**src/rtl/shift_seq_ctrl.sv**
```systemverilog
// shift_seq_ctrl
// Sequencer for a WIDTH-bit shift register run as a ring counter (one-hot
// rotate) or a Johnson counter (twisted rotate). A start/stop handshake
// launches a run that loads the mode's seed and then shifts either for a
// programmed number of steps or until stopped. busy/done/wrap are reported
// as registered status for the surrounding top level.
//
// Build option: define SHIFT_SEQ_DIR_EN to add the `dir` port and the
// shift-toward-LSB variants. Without it the register only shifts toward
// the MSB, which matches dir = 0.

module shift_seq_ctrl #(
   parameter int WIDTH = 8
) (
   input  logic             clk,
   input  logic             rst_n,
   input  logic             start,
   input  logic             stop,
   input  logic             mode_req,
   input  logic [7:0]       len,
`ifdef SHIFT_SEQ_DIR_EN
   input  logic             dir,
`endif
   output logic [WIDTH-1:0] out,
   output logic             busy,
   output logic             done,
   output logic             wrap
);

   // State encoding kept as plain constants so older tools and scripts can
   // decode the state register directly.
   localparam logic [1:0] ST_IDLE = 2'd0;
   localparam logic [1:0] ST_LOAD = 2'd1;
   localparam logic [1:0] ST_RUN  = 2'd2;
   localparam logic [1:0] ST_DONE = 2'd3;

   // Seed for the selected mode: ring starts one-hot at bit 0, Johnson
   // starts from all zeros.
   function automatic logic [WIDTH-1:0] seed_of(input logic johnson);
      logic [WIDTH-1:0] seed;
      seed = {WIDTH{1'b0}};
      if (johnson == 1'b0) begin
         seed[0] = 1'b1;
      end else begin
         seed[0] = 1'b0;
      end
      return seed;
   endfunction

   // One step of the counter. The bit rotated in from the far end is
   // inverted for Johnson mode, passed straight through for ring mode.
   function automatic logic [WIDTH-1:0] shift_next(
      input logic [WIDTH-1:0] cur,
      input logic             johnson,
      input logic             right
   );
      logic             feed;
      logic [WIDTH-1:0] nxt;
      if (right == 1'b1) begin
         feed = cur[0] ^ johnson;
         nxt  = {feed, cur[WIDTH-1:1]};
      end else begin
         feed = cur[WIDTH-1] ^ johnson;
         nxt  = {cur[WIDTH-2:0], feed};
      end
      return nxt;
   endfunction

   // Registered state
   logic [1:0]       state_r;
   logic [WIDTH-1:0] out_r;
   logic [7:0]       step_r;
   logic             mode_r;
   logic [7:0]       len_r;
   logic             busy_r;
   logic             done_r;
   logic             wrap_r;

   // Next-state values
   logic [1:0]       state_s;
   logic [WIDTH-1:0] out_s;
   logic [7:0]       step_s;
   logic             mode_s;
   logic [7:0]       len_s;
   logic             busy_s;
   logic             done_s;
   logic             wrap_s;

   // Helpers derived from the captured run configuration
   logic             dir_sel_s;
   logic [WIDTH-1:0] seed_s;
   logic [WIDTH-1:0] shifted_s;
   logic [7:0]       step_inc_s;
   logic             len_hit_s;
   logic             accept_s;

`ifdef SHIFT_SEQ_DIR_EN
   logic dir_r;
   logic dir_s;

   // Direction is captured with the other run parameters when start is taken.
   always_comb begin
      if (accept_s == 1'b1) begin
         dir_s = dir;
      end else begin
         dir_s = dir_r;
      end
   end

   // Captured direction register.
   always_ff @(posedge clk or negedge rst_n) begin
      if (!rst_n) begin
         dir_r <= 1'b0;
      end else begin
         dir_r <= dir_s;
      end
   end

   assign dir_sel_s = dir_r;
`else
   assign dir_sel_s = 1'b0;
`endif

   assign accept_s   = (state_r == ST_IDLE) && (start == 1'b1);
   assign seed_s     = seed_of(mode_r);
   assign shifted_s  = shift_next(out_r, mode_r, dir_sel_s);
   assign step_inc_s = step_r + 8'd1;
   // A zero length means free-run, so the counter reaching zero after a
   // wrap never ends the run.
   assign len_hit_s  = (len_r != 8'd0) && (step_inc_s == len_r);

   // Sequencer next-state logic: capture, seed load, shift/count, finish.
   always_comb begin
      state_s = state_r;
      out_s   = out_r;
      step_s  = step_r;
      mode_s  = mode_r;
      len_s   = len_r;
      wrap_s  = 1'b0;
      case (state_r)
         ST_IDLE: begin
            if (accept_s == 1'b1) begin
               state_s = ST_LOAD;
               mode_s  = mode_req;
               len_s   = len;
            end else begin
               state_s = ST_IDLE;
            end
         end
         ST_LOAD: begin
            out_s   = seed_s;
            step_s  = 8'd0;
            state_s = ST_RUN;
         end
         ST_RUN: begin
            // stop wins over both the shift and a length completion
            if (stop == 1'b1) begin
               state_s = ST_DONE;
            end else begin
               out_s  = shifted_s;
               step_s = step_inc_s;
               wrap_s = (shifted_s == seed_s);
               if (len_hit_s == 1'b1) begin
                  state_s = ST_DONE;
               end else begin
                  state_s = ST_RUN;
               end
            end
         end
         ST_DONE: begin
            state_s = ST_IDLE;
         end
         default: begin
            state_s = ST_IDLE;
         end
      endcase
   end

   // Status outputs are decoded from the next state so they line up with
   // the state they describe while still coming straight from flops.
   always_comb begin
      busy_s = (state_s == ST_LOAD) || (state_s == ST_RUN);
      done_s = (state_s == ST_DONE);
   end

   // Sequencer and output registers.
   always_ff @(posedge clk or negedge rst_n) begin
      if (!rst_n) begin
         state_r <= ST_IDLE;
         out_r   <= {WIDTH{1'b0}};
         step_r  <= 8'd0;
         mode_r  <= 1'b0;
         len_r   <= 8'd0;
         busy_r  <= 1'b0;
         done_r  <= 1'b0;
         wrap_r  <= 1'b0;
      end else begin
         state_r <= state_s;
         out_r   <= out_s;
         step_r  <= step_s;
         mode_r  <= mode_s;
         len_r   <= len_s;
         busy_r  <= busy_s;
         done_r  <= done_s;
         wrap_r  <= wrap_s;
      end
   end

   assign out  = out_r;
   assign busy = busy_r;
   assign done = done_r;
   assign wrap = wrap_r;

endmodule

```
**config.mk**
```make
export PLATFORM = sky130hd
export DESIGN_NAME = shift_seq_ctrl
export DESIGN_NICKNAME = d
export VERILOG_FILES = /design/src/rtl/shift_seq_ctrl.sv
export SDC_FILE = /design/constraint.sdc
export NUM_CORES = 1
export LEC_CHECK = 0
export ABC_CLOCK_PERIOD_IN_PS = 3100
export CAP_MARGIN = 30
export CORE_MARGIN = 10
export CORE_UTILIZATION = 52
export CTS_CLUSTER_DIAMETER = 50
export DETAILED_ROUTE_END_ITERATION = 7
export PLACE_DENSITY = 0.79
export SYNTH_ARGS = -nofsm -noshare
export SYNTH_HDL_FRONTEND = slang
export SYNTH_SLANG_ARGS = --single-unit
```
**constraint.sdc**
```tcl
create_clock -name clk -period 3.1 [get_ports clk]
set_input_delay 0.62 -clock clk [delete_from_list [all_inputs] [get_ports clk]]
set_output_delay 0.62 -clock clk [all_outputs]
set_load 0.02 [all_outputs]
```
==> flow_summary.yaml, run 1 <==
synthesis:
  syn-instance-count: 125
  yosysTopAreaCell: "dfrtp_1"
  ys_ff_latch: 30
  yosysWarnings: 0
  yosys-top-cells-area: "dfrtp_1, mux2_2, xnor2_1"
  yosysUniqueCellTypes: 27
  synth.avg_cell_area_sq_um: 11.4
  synth_top_area_frac: 0.528
  ys_seq_area_frac: 0.528
  synth.net_count: 144
  synth_area_sq_um: 1420
global_routing:
  grtUsageMet3: 0.0517
  grt_pass1_wl_um: 5040
  grt_start_max_net_pins: 31
  grt_overflow: 0
  grtUsageMet1: 0.133
  antenna_found_initial: 0
  use_met2: 0.206
  busiest_layer: "met2"
  first_global_vias: 1102
  grt_use_total: 0.123
worst_hold_path:
  min_to: "step_r[7]$_DFFE_PN0P_"
  hp-start: "step_r[7]$_DFFE_PN0P_"
  min_path_cells: 2
  hp-class: "reg -> reg"
routing:
  wl_um: 3000
  viasPerCell: 5.67
  drt_iter0_drc: 45
  drc: 0
  ant_nets: 0
  post_drt_wl_per_cell_um: 16.1
  num_vias: 1054
  drt_pass1_iterations: 4
die:
  pin_count: 24
  start_util: 0.559
  die_h_um: 72.3
  core-area_sq_um: 2540
  die_w_um: 72.3
  row_count: 18
  dieArea_sq_um: 5220
setup_path:
  r2r_end: "busy$_DFF_PN0_"
  cp-end-kind: "register"
  cp.required_ns: 3.31
  worstRegToRegCells: 6
  r2r_slack_ns: 0.55
  arrival_ns: 2.76
  cp-start-kind: "register"
  rr_startpoint: "step_r[0]$_DFFE_PN0P_"
  crit_type: "reg -> reg"
  crit_fanout: 5
sta:
  final-max-slew-violation-count: 0
  max_freq_mhz: 392
  period_share: 0.822
  fin_hold_ws_ns: 0.524
  skew_ns: 0.00477
  fin_crit_ns: 2.55
  rsz0062_at_grt: "no"
  setup-violations-final: 0
  worst_pin_slew_ns: 0.640
  timing.slew.headroom: 0.573
  hold_violations: 0
  setup_tns_ns: 0
clock_network:
  cts_made_buffers: 5
  postCtsResizedCells: 0
  post_cts_buffers: 0
  cts_sinks: 30
  htree_num_levels: 2
  clk_latency_ns: 0.32
  tritoncts: "yes"
  clockRootBuffer: "clkbuf_4"
  path_clk_slew_ns: 0.09
  clock_path_buffers: 2
  ctsHoldBuffers: 0
power_and_ir_drop:
  ir_drop_mv: 0.637
  power_mw: 1.63
  leakagePower_nw: 0.776
  powerDensity_nw_per_um2: 926
placement:
  globalplace.congestion: 0.732
  portBuffers: 23
  hpwl_um: 2340
cells_and_area:
  n_antenna_cell: 0
  nNetsFinal: 174
  drive_gt1_frac: 0.135
  final_cell_mix: "dfrtp_1, clkdlybuf4s50_1, nand2_1, o21ai_0"
  synthToLayoutAreaGrowth_pct: 23.8
  layout_commonest_cell: "dfrtp_1"
outcome:
  status: "completed"
flow_run:
  maxCapViolCount: 0
==> routing by layer <==
| metal | routed length (um) | part of all wire | vias to the layer above |
|---|---|---|---|
| met5 | 0 | 0 | - |
| li1 | - | - | 501 |
| met3 | 212 | 0.071 | 5 |
| met2 | 1510 | 0.50 | 34 |
| met1 | 1230 | 0.41 | 514 |
| met4 | 46 | 0.015 | 0 |
==> worst max-delay path: stages, from the launching register on <==
cell and delay, ns:
dfrtp_1 0.44, ha_1 0.36, xor2_1 0.17, or4_1 0.46, or4_4 0.52, o31ai_1 0.21, ha_1 0.27
==> through the flow <==
stage / utilization / instances / area, sq um / worst slack [ns]
after global routing: 0.691 / 186 / 1760 / 0.403
final: 0.691 / 186 / 1760 / 0.550
after floorplan: - / 125 / 1420 / 0.657
after detailed placement: 0.668 / 178 / 1700 / 0.554
after CTS: 0.691 / 186 / 1760 / 0.533
after global placement: 0.668 / 178 / 1700 / 0.606
==> how the worst max path moves through the flow <==
stage          slack [ns]                  start              to  cells past startpoint
6_report             0.55  step_r[0]$_DFFE_PN0P_  busy$_DFF_PN0_                      6
5_1_grt              0.40  step_r[0]$_DFFE_PN0P_  busy$_DFF_PN0_                      6
4_1_cts              0.53  step_r[0]$_DFFE_PN0P_  busy$_DFF_PN0_                      6
3_5_place_dp         0.55  step_r[0]$_DFFE_PN0P_  busy$_DFF_PN0_                      6
3_3_place_gp         0.61  step_r[0]$_DFFE_PN0P_  busy$_DFF_PN0_                      6
2_1_floorplan        0.66  step_r[0]$_DFFE_PN0P_  busy$_DFF_PN0_                      6
==> final cells by class <==
type | instances | area (sq um)
Sequential cell | 30 | 751
Clock inverter | 1 | 5.00
Multi-Input combinational cell | 88 | 643
Fill cell | 220 | 786
Inverter | 4 | 15.0
Clock buffer | 7 | 55.1
Tap cell | 30 | 37.5
Timing Repair Buffer | 26 | 253
==> cell families (layout without fill, tap and decap cells) <==
kind of cell | count (synthesis) | count (layout) | synth area share
multiplexers | 11 | 11 | 0.0854
AND/OR/NAND/NOR | 33 | 33 | 0.114
flip-flops | 30 | 30 | 0.528
buffers and inverters | 7 | 38 | 0.0194
AO/OA/AOI/OAI | 24 | 24 | 0.114
XOR/XNOR | 14 | 14 | 0.0863
adder cells (fa/ha/maj) | 6 | 6 | 0.0528
==> power breakdown <==
group	internal, mW	switching, mW	total, mW
logic	0.369	0.347	0.715
registers	0.539	0.133	0.672
clock network	0.110	0.132	0.242
total	1.02	0.613	1.63
==> cells in the mapped netlist, drive strengths merged <==
cell,count
dfrtp,30
xor2,5
nor4b,1
a22o,8
o31ai,2
nand3,2
nor4,2
nor3,2
or4,2
mux2i,2
nand4,1
or2b,2
nor2,9
nand2,11
xnor2,9
a31oi,1
o41ai,1
inv,4
a21oi,2
and3,1
ha,6
clkbuf,3
o21ai,10
mux2,9
==> sequential cells by signal, indices dropped and copies added (netlist names) <==
name     count
len_r        8
out          8
step_r       8
state_r      2
busy         1
done         1
mode_r       1
wrap         1
Power figures use the tool's default switching activity.
==> inputs of run 2 (changes only) <==
==> config.mk (replaced) <==
export PLATFORM = sky130hd
export DESIGN_NAME = shift_seq_ctrl
export DESIGN_NICKNAME = d
export VERILOG_FILES = /design/src/rtl/shift_seq_ctrl.sv
export SDC_FILE = /design/constraint.sdc
export NUM_CORES = 1
export LEC_CHECK = 0
export ABC_CLOCK_PERIOD_IN_PS = 2200
export CAP_MARGIN = 30
export CORE_MARGIN = 10
export CORE_UTILIZATION = 47
export CTS_CLUSTER_DIAMETER = 50
export DETAILED_ROUTE_END_ITERATION = 7
export PLACE_DENSITY = 0.76
export SYNTH_ARGS = -nofsm -noshare
export SYNTH_HDL_FRONTEND = slang
export SYNTH_SLANG_ARGS = --single-unit
==> constraint.sdc (replaced) <==
create_clock -name clk -period 2.2 [get_ports clk]
set_input_delay 0.44 -clock clk [delete_from_list [all_inputs] [get_ports clk]]
set_output_delay 0.44 -clock clk [all_outputs]
set_load 0.02 [all_outputs]
==> flow_summary.yaml, run 2 (synthesized netlist as in run 1, its figures left out) <==
outcome:
  status: "finished with violations"
  violations: "setup timing"
clock_network:
  clock_path_buffers: 2
  clk_latency_ns: 0.33
  tritoncts: "yes"
  htree_num_levels: 2
  ctsHoldBuffers: 0
  clockRootBuffer: "clkbuf_4"
  path_clk_slew_ns: 0.10
  cts_sinks: 30
  cts_made_buffers: 5
worst_hold_path:
  hp-class: "in -> async"
sta:
  worst_pin_slew_ns: 0.395
  layout_setup_ws_ns: -0.164
  hold_violations: 0
  skew_ns: 0.00755
  period_share: 1.07
  final-max-slew-violation-count: 0
  timing.slew.headroom: 0.729
  setup-violations-final: 3
  rsz0062_at_grt: "yes"
  setup_tns_ns: -0.230
  fin_crit_ns: 2.36
  fin_hold_ws_ns: 0.490
  max_freq_mhz: 423
power_and_ir_drop:
  powerDensity_nw_per_um2: 1320
  switching_share: 0.372
  ir_drop_mv: 0.970
  seqPwrFrac: 0.381
  switchingPower_mw: 0.916
  leakagePower_nw: 0.826
  p_int_mw: 1.55
  power_mw: 2.47
  clkPwrFrac: 0.139
  comb_power_share: 0.480
die:
  row_count: 19
  dieArea_sq_um: 5620
  die_w_um: 75.0
  die_h_um: 75.0
  core-area_sq_um: 2830
  start_util: 0.502
  pin_count: 24
cells_and_area:
  fillCellCount: 216
  n_antenna_cell: 0
  fin_util: 0.658
  layout_commonest_cell: "dfrtp_1"
  nNetsFinal: 184
  final_cell_mix: "dfrtp_1, clkdlybuf4s50_1, buf_4, nand2_1, o21ai_0"
  drive_gt1_frac: 0.199
  synthToLayoutAreaGrowth_pct: 31.0
flow_run:
  maxCapViolCount: 0
global_routing:
  grt_use_total: 0.122
  grt_start_max_net_pins: 31
  antenna_found_initial: 0
  grt_overflow: 0
  first_global_vias: 1131
  grt_pass1_wl_um: 5250
routing:
  num_vias: 1088
  ant_nets: 0
  drt_iter0_drc: 55
  wl_um: 3110
  drt_pass1_iterations: 4
  drc: 0
  viasPerCell: 5.52
  post_drt_wl_per_cell_um: 15.8
placement:
  preCtsSetupSlack_ns: -0.161
  globalplace.congestion: 0.806
  hpwl_um: 2310
  portBuffers: 23
setup_path:
  r2r_slack_ns: -0.16
  crit_fanout: 2
  arrival_ns: 2.59
  cp-end-kind: "register"
  crit_type: "reg -> reg"
  cp.required_ns: 2.42
  cp-start-kind: "register"
## run 2: path summary, 6_finish.rpt
path / from / end / depth (start not counted)
worst max-delay path: step_r[1]$_DFFE_PN0P_ / busy$_DFF_PN0_ / 6
worst min-delay path: rst_n / out[3]$_DFFE_PN0P_ / 2
worst max register to register: step_r[1]$_DFFE_PN0P_ / busy$_DFF_PN0_ / 6
worst min register to register: step_r[7]$_DFFE_PN0P_ / step_r[7]$_DFFE_PN0P_ / 2
max in group asynchronous: rst_n / len_r[0]$_DFFE_PN0P_ / 2
min in group clk: step_r[7]$_DFFE_PN0P_ / step_r[7]$_DFFE_PN0P_ / 2
## run 2: timing repair
action	in CTS	in global routing
endpoints found under the setup margin	2	3
buffers inserted	0	0
resized for setup	1	0
## run 2: metal layers
metal,track usage,part of all wire,wire length [um],vias to the layer above
li1,-,-,-,519
met1,0.129,0.39,1230,531
met2,0.206,0.51,1580,31
met3,0.0447,0.073,226,7
met4,0.0714,0.024,73,0
met5,0,0,0,-
## run 2: worst max-delay path, stage by stage, from the launching register on
cell and delay, ns:
dfrtp_1 0.43, ha_4 0.26, xor2_1 0.16, or4_1 0.48, or4_4 0.46, o31ai_4 0.23, ha_1 0.26
## run 2: per-stage QoR
stage | area [sq um] | instances
5_1_grt | 1860 | 197
4_1_cts | 1860 | 197
3_3_place_gp | 1790 | 189
3_5_place_dp | 1790 | 189
2_1_floorplan | 1440 | 125
6_report | 1860 | 197
## run 2: area by class of cell
class	count	area, sq um	area share
Inverter	4	15.0	0.00806
Clock inverter	1	5.00	0.00269
Timing Repair Buffer	36	328	0.176
Sequential cell	30	751	0.403
Clock buffer	7	55.1	0.0296
Tap cell	31	38.8	0.0208
Multi-Input combinational cell	88	669	0.360
## run 2: power by group through the flow
stage,Combinational (mW),Clock [mW],Sequential [mW]
2_1_floorplan,0.602,0,1.02
3_3_place_gp,1.14,0,0.935
3_5_place_dp,1.17,0,0.953
4_1_cts,1.20,0.352,0.941
5_1_grt,1.31,0.379,0.976
6_report,1.18,0.344,0.939
